### src/rtl/dense_acc_requant_pkg.sv
// Shared types and constants for the dense-layer accumulate/requantise block.
package dense_acc_pkg;

  typedef enum logic [1:0] {IDLE, ACCUM, FINAL, HOLD} state_e;

  // Half-LSB of the output grid, added before the arithmetic shift.
  function automatic longint round_const(input int frac_shift);
    return 64'sd1 <<< (frac_shift - 1);
  endfunction

  function automatic longint sat_max(input int out_w);
    return (64'sd1 <<< (out_w - 1)) - 64'sd1;
  endfunction

  function automatic longint sat_min(input int out_w);
    return -(64'sd1 <<< (out_w - 1));
  endfunction

endpackage

### src/rtl/dense_acc_requant_if.sv
// Product stream in, requantised result out; both valid/ready.
interface dense_acc_requant_if #(
  parameter int PROD_W = 22,
  parameter int OUT_W  = 16
);
  logic              prod_valid;
  logic [PROD_W-1:0] prod_data;
  logic              prod_last;
  logic [OUT_W-1:0]  bias;
  logic              in_ready;
  logic              out_valid;
  logic              out_ready;
  logic [OUT_W-1:0]  out_data;
  logic              out_sat;

  modport master (
    output prod_valid, prod_data, prod_last, bias, out_ready,
    input  in_ready, out_valid, out_data, out_sat
  );

  modport slave (
    input  prod_valid, prod_data, prod_last, bias, out_ready,
    output in_ready, out_valid, out_data, out_sat
  );
endinterface

### src/rtl/dense_acc_requant_sat_relu.sv
// Round half up, arithmetic shift, saturate to OUT_W, optional ReLU.
module dense_acc_sat_relu
  import dense_acc_pkg::*;
#(
  parameter int ACC_W      = 32,
  parameter int OUT_W      = 16,
  parameter int FRAC_SHIFT = 6,
  parameter bit RELU_EN    = 1'b1
) (
  input  logic signed [ACC_W-1:0] acc,
  output logic signed [OUT_W-1:0] data,
  output logic                    sat
);
  // One extra bit so the rounding add cannot wrap near the accumulator top.
  localparam logic signed [ACC_W:0] RND  = (ACC_W+1)'(round_const(FRAC_SHIFT));
  localparam logic signed [ACC_W:0] MAXV = (ACC_W+1)'(sat_max(OUT_W));
  localparam logic signed [ACC_W:0] MINV = (ACC_W+1)'(sat_min(OUT_W));

  logic signed [ACC_W:0] sum;
  logic signed [ACC_W:0] r;

  always_comb begin
    sum  = $signed({acc[ACC_W-1], acc}) + RND;
    r    = sum >>> FRAC_SHIFT;
    data = r[OUT_W-1:0];
    sat  = 1'b0;
    if (r > MAXV) begin
      data = OUT_W'(sat_max(OUT_W));
      sat  = 1'b1;
    end else if (r < MINV) begin
      data = OUT_W'(sat_min(OUT_W));
      sat  = 1'b1;
    end
    if (RELU_EN && (r < 0)) data = '0;
  end
endmodule

### src/rtl/dense_acc_requant.sv
// Bias-seeded product accumulator; emits one requantised result per vector.
module dense_acc_requant
  import dense_acc_pkg::*;
#(
  parameter int PROD_W     = 22,
  parameter int ACC_W      = 32,
  parameter int OUT_W      = 16,
  parameter int FRAC_SHIFT = 6,
  parameter bit RELU_EN    = 1'b1
) (
  input logic               clk,
  input logic               reset,
  input logic               ce,
  dense_acc_requant_if.slave s
);
  state_e                   state, state_nx;
  logic signed [ACC_W-1:0]  acc, acc_nx;
  logic signed [ACC_W-1:0]  prod_ext, bias_sh;
  logic signed [OUT_W-1:0]  out_data, rq_data;
  logic                     out_sat, rq_sat;
  logic                     in_ready, out_valid, accept;

  assign prod_ext = ACC_W'($signed(s.prod_data));
  assign bias_sh  = ACC_W'($signed(s.bias)) <<< FRAC_SHIFT;

  dense_acc_sat_relu #(
    .ACC_W(ACC_W), .OUT_W(OUT_W), .FRAC_SHIFT(FRAC_SHIFT), .RELU_EN(RELU_EN)
  ) u_sat (
    .acc (acc),
    .data(rq_data),
    .sat (rq_sat)
  );

  always_comb begin
    state_nx  = state;
    acc_nx    = acc;
    in_ready  = 1'b0;
    out_valid = 1'b0;
    accept    = 1'b0;
    case (state)
      IDLE, ACCUM: begin
        in_ready = 1'b1;
        accept   = ce && s.prod_valid;
        if (accept) begin
          acc_nx   = (state == IDLE) ? bias_sh + prod_ext : acc + prod_ext;
          state_nx = s.prod_last ? FINAL : ACCUM;
        end
      end
      FINAL: state_nx = HOLD;
      HOLD: begin
        out_valid = 1'b1;
        if (ce && s.out_ready) state_nx = IDLE;
      end
      default: state_nx = IDLE;
    endcase
  end

  // Reset wins over ce; ce gates every register including the result.
  always_ff @(posedge clk) begin
    if (!reset) begin
      state    <= IDLE;
      acc      <= '0;
      out_data <= '0;
      out_sat  <= 1'b0;
    end else if (ce) begin
      state <= state_nx;
      if (accept) acc <= acc_nx;
      if (state == FINAL) begin
        out_data <= rq_data;
        out_sat  <= rq_sat;
      end
    end
  end

  assign s.in_ready  = in_ready;
  assign s.out_valid = out_valid;
  assign s.out_data  = out_data;
  assign s.out_sat   = out_sat;
endmodule

### src/flat_wrapper.sv
// flat-port wrapper written by rule: the top's interface ports become plain ports
module dense_acc_requant_flat import dense_acc_pkg::*;
#(
  parameter int PROD_W     = 22,
  parameter int ACC_W      = 32,
  parameter int OUT_W      = 16,
  parameter int FRAC_SHIFT = 6,
  parameter bit RELU_EN    = 1'b1
)
  (clk, reset, ce, s_prod_valid, s_prod_data, s_prod_last, s_bias, s_out_ready, s_in_ready, s_out_valid, s_out_data, s_out_sat);
  dense_acc_requant_if #(.PROD_W(PROD_W), .OUT_W(OUT_W)) s_i ();
  input logic clk;
  input logic reset;
  input logic ce;
  input wire logic [$bits(s_i.prod_valid)-1:0] s_prod_valid;
  input wire logic [$bits(s_i.prod_data)-1:0] s_prod_data;
  input wire logic [$bits(s_i.prod_last)-1:0] s_prod_last;
  input wire logic [$bits(s_i.bias)-1:0] s_bias;
  input wire logic [$bits(s_i.out_ready)-1:0] s_out_ready;
  output wire logic [$bits(s_i.in_ready)-1:0] s_in_ready;
  output wire logic [$bits(s_i.out_valid)-1:0] s_out_valid;
  output wire logic [$bits(s_i.out_data)-1:0] s_out_data;
  output wire logic [$bits(s_i.out_sat)-1:0] s_out_sat;
  assign s_i.prod_valid = s_prod_valid;
  assign s_i.prod_data = s_prod_data;
  assign s_i.prod_last = s_prod_last;
  assign s_i.bias = s_bias;
  assign s_i.out_ready = s_out_ready;
  assign s_in_ready = s_i.in_ready;
  assign s_out_valid = s_i.out_valid;
  assign s_out_data = s_i.out_data;
  assign s_out_sat = s_i.out_sat;
  dense_acc_requant #(.PROD_W(PROD_W), .ACC_W(ACC_W), .OUT_W(OUT_W), .FRAC_SHIFT(FRAC_SHIFT), .RELU_EN(RELU_EN)) u_core (.clk(clk), .reset(reset), .ce(ce), .s(s_i));
endmodule
### config.mk
export PLATFORM = sky130hd
export DESIGN_NAME = dense_acc_requant_flat
export DESIGN_NICKNAME = d
export VERILOG_FILES = /design/src/rtl/dense_acc_requant_pkg.sv /design/src/rtl/dense_acc_requant_if.sv /design/src/rtl/dense_acc_requant_sat_relu.sv /design/src/rtl/dense_acc_requant.sv /design/src/flat_wrapper.sv
export SDC_FILE = /design/constraint.sdc
export NUM_CORES = 1
export LEC_CHECK = 0
export CORE_MARGIN = 5
export CORE_UTILIZATION = 51
export DETAILED_ROUTE_END_ITERATION = 8
export GPL_TIMING_DRIVEN = 0
export PLACE_DENSITY = 0.83
export REMOVE_ABC_BUFFERS = 1
export SYNTH_ARGS = -nofsm -noshare
export SYNTH_HDL_FRONTEND = slang
export SYNTH_HIERARCHICAL = 1
export SYNTH_SLANG_ARGS = --single-unit
### constraint.sdc
create_clock -name clk -period 3.3 [get_ports clk]
set_input_delay 0.33 -clock clk [delete_from_list [all_inputs] [get_ports clk]]
set_output_delay 0.33 -clock clk [all_outputs]
set_load 0.01 [all_outputs]
==> PnR_summary.wiki <==
{| class="wikitable"
! Metric !! Value
|-
| Result of the run || complete, no violations
|-
| Final Hold Vio Count || 0
|-
| Synth unique cells || 78
|-
| Netlist Area Pre-Place || 5300 um2
|-
| R2r startpoint || u_core/acc[9]
|-
| Crit Path Max Fanout || 5
|-
| Height of the die || 112 um
|-
| Number of antenna cells inserted || 0
|-
| Areal power density over the cells || 322 nW/um2
|-
| Final sum of negative setup slack || 0 ns
|-
| Standard-cell rows || 37
|-
| Clock network latency to the later pin of the worst-skew pair || 0.32 ns
|-
| Actual slew at the worst max-slew pin || 1.02 ns
|-
| Critical setup path kind || input port to flop
|-
| Fraction of synthesized cell area taken by the top area cell type || 19.3%
|-
| Kind of capture point of the worst setup path || flop
|-
| Largest net degree at the start of global routing || 40
|-
| Worst-case clock buffer depth || 2
|-
| Number of top-level pins || 63
|-
| Number of routed nets with antenna violations || 0
|-
| Worst min-delay path class || flop to flop
|-
| Part of the cycle the worst path needs || 94.5%
|-
| Clock transition at the registers of the reported paths || 0.10 ns
|-
| Unrepaired setup endpoints after global routing || false
|-
| Max_cap viols || 0
|-
| Largest area contributor in the synthesized netlist || dfxtp_1
|-
| R2R Setup Slk || 0.33 ns
|-
| Die ar. || 12500 um2
|-
| Commonest non-fill, non-tap cells in the layout || nand2_1 (89), a21oi_1 (76), clkdlybuf4s50_1 (62)
|-
| Area contributors post-synth || dfxtp_1 (19%), ha_1 (11%), a21oi_1 (7.2%)
|-
| Number of gates given a new drive strength after cts || 0
|-
| Sequential element share of the synthesized area || 19.3%
|-
| Total number of clock tree sinks || 51
|-
| Placed Cells || 873
|-
| Average instance area after synthesis || 7.55 um2
|-
| Largest clock skew in the final design || 0.0132 ns
|-
| # port buffers || 62
|-
| Hold slack final || 0.458 ns
|-
| Wire per inst || 16.7 um
|-
| First-pass GRT wire length || 24.4 mm
|-
| DR iter-0 viols || 490
|-
| Critical hold path startpoint || u_core/s.out_data[3]
|-
| Synthesis-to-layout area growth || 14.8%
|-
| Initial standard-cell utilization of the core || 51.8%
|-
| CORE AREA || 10200 um2
|-
| Worst max-slew margin expressed relative to the limit || 32.0%
|-
| Nature of the critical path startpoint || input port
|-
| Most common cell after layout, fill and taps aside || nand2_1
|-
| GRT Resource Usage Total || 22.7%
|-
| Arrival time at the worst endpoint || 3.32 ns
|-
| Root buffer selected by CTS || clkbuf_8
|-
| Predominant post-synthesis flop cell || dfxtp_1
|-
| Worst-case setup slack after placement || -0.162 ns
|-
| Share of post-route cells with drive strength above 1 || 4.70%
|-
| Post-route setup slack || 0.182 ns
|-
| Routability-driven placement congestion ratio || 0.986
|-
| Number of buffers created by CTS || 5
|-
| Via density per instance || 6.40
|-
| Die Span X || 112 um
|-
| Number of antenna violations at the first check in global routing || 0
|-
| Final routed DRC violation total || 0
|-
| Final global-route overflow total || 0
|-
| Fin. max-slew vios || 0
|-
| H-tree depth || 2
|-
| VDD IR max || 0.000170 V
|-
| Total number of yosys warnings || 6
|-
| Post-CTS setup buffers || 0
|-
| Drt total wl || 14.7 mm
|-
| Hold buffer count at CTS || 0
|-
| FF+latch count, synth || 51
|-
| Crit. Startpoint || s_prod_data[0]
|-
| Number of global-route vias before repair || 5132
|-
| Number of vias in the routed layout || 5634
|-
| Number of nets in the layout || 838
|-
| Total half-perimeter wirelength after legalization and detailed placement || 11.3 mm
|-
| Total of endpoints with negative setup slack in the final report || 0
|-
| Number of flops mapped to enable cells by yosys || 0
|-
| Total leakage power || 0.00236 uW
|-
| Highest Clock Rate || 321 MHz
|-
| Min cycle time layout || 3.12 ns
|-
| Router iterations before antenna repair || 5
|-
| Clock tree from TritonCTS || built
|-
| Worst Path Required || 3.50 ns
|-
| Post-synthesis instance total || 702
|-
| Total Power || 1960 uW
|-
| Share of synthesized registers carrying an async set or reset || 0%
|-
| Number of non-filler instances in the completed layout || 881
|}
[cells in the mapped netlist (12+ instances only)]
master	instances
o21ai_0	48
ha_1	48
and3_1	16
nand2_1	89
nand3_1	31
xor2_1	28
xnor2_1	24
nor3_1	20
nand4_1	12
a21o_1	19
a21oi_1	76
nor2_1	45
clkbuf_1	22
a41oi_1	14
dfxtp_1	51
[registers in the layout, summed over array words and instances (netlist names)]
register and cells:
u_core/acc 32, u_core/s.out_data 16, u_core/state 2, u_core/s.out_sat 1
[where the power goes]
group | total, uW | internal (uW) | leakage [uW] | switching (uW)
Sequential | 729 | 657 | 0.000417 | 72.5
Clock | 392 | 158 | 0.0000502 | 234
Combinational | 835 | 362 | 0.00190 | 472
Total | 1960 | 1180 | 0.00236 | 779
[logic make-up (layout without fill, tap and decap cells)]
logic type,Yosys count,in the layout,synth area share [%]
XOR/XNOR,52,52,8.60
buffers and inverters,40,83,3.28
adder cells (fa/ha/maj),50,50,12.1
flip-flops,51,51,19.3
AND/OR/NAND/NOR,258,258,24.6
multiplexers,5,5,0.968
AO/OA/AOI/OAI,245,245,31.2
other,1,1,0.0708
[path summary, 6_finish.rpt]
path	endpoint	depth (start not counted)
setup reg to reg	u_core/s.out_data[3]	8
hold reg to reg	u_core/s.out_data[3]	2
hold / removal	u_core/s.out_data[3]	2
setup / recovery	u_core/acc[26]	11
[area by class of cell]
class / instances / area (um2)
clock inverter: 3 / 28.8
sequential: 51 / 1020
inverter: 12 / 45.0
clock buffer: 5 / 68.8
tap: 136 / 170
fill: 957 / 4150
multi-input combinational: 611 / 4110
timing repair buffer: 63 / 636
[layer usage]
layer,wire length [um],share of wire (%),global-route usage [%]
met1,6620,45,30.9
met4,235,1.6,5.11
met3,1030,7.0,2.55
met2,6840,46,38.6
met5,0,0,0
[per-stage QoR]
stage / instance area, um2 / util [%]
floorplan: 5170 / -
global placement: 5960 / 58.2
detailed placement: 5980 / 58.5
CTS: 6080 / 59.4
global route: 6080 / 59.4
finish: 6080 / 59.4
[critical path: stages]
cell and delay, ns:
clkdlybuf4s50_1 0.43, ha_1 0.24, fa_1 0.41, a21o_1 0.25
a2111oi_4 0.37, o31ai_2 0.17, o211ai_4 0.29, o21ai_2 0.13
a221oi_2 0.25, nor4_1 0.07, or3_1 0.37
Power figures use the tool's default switching activity.
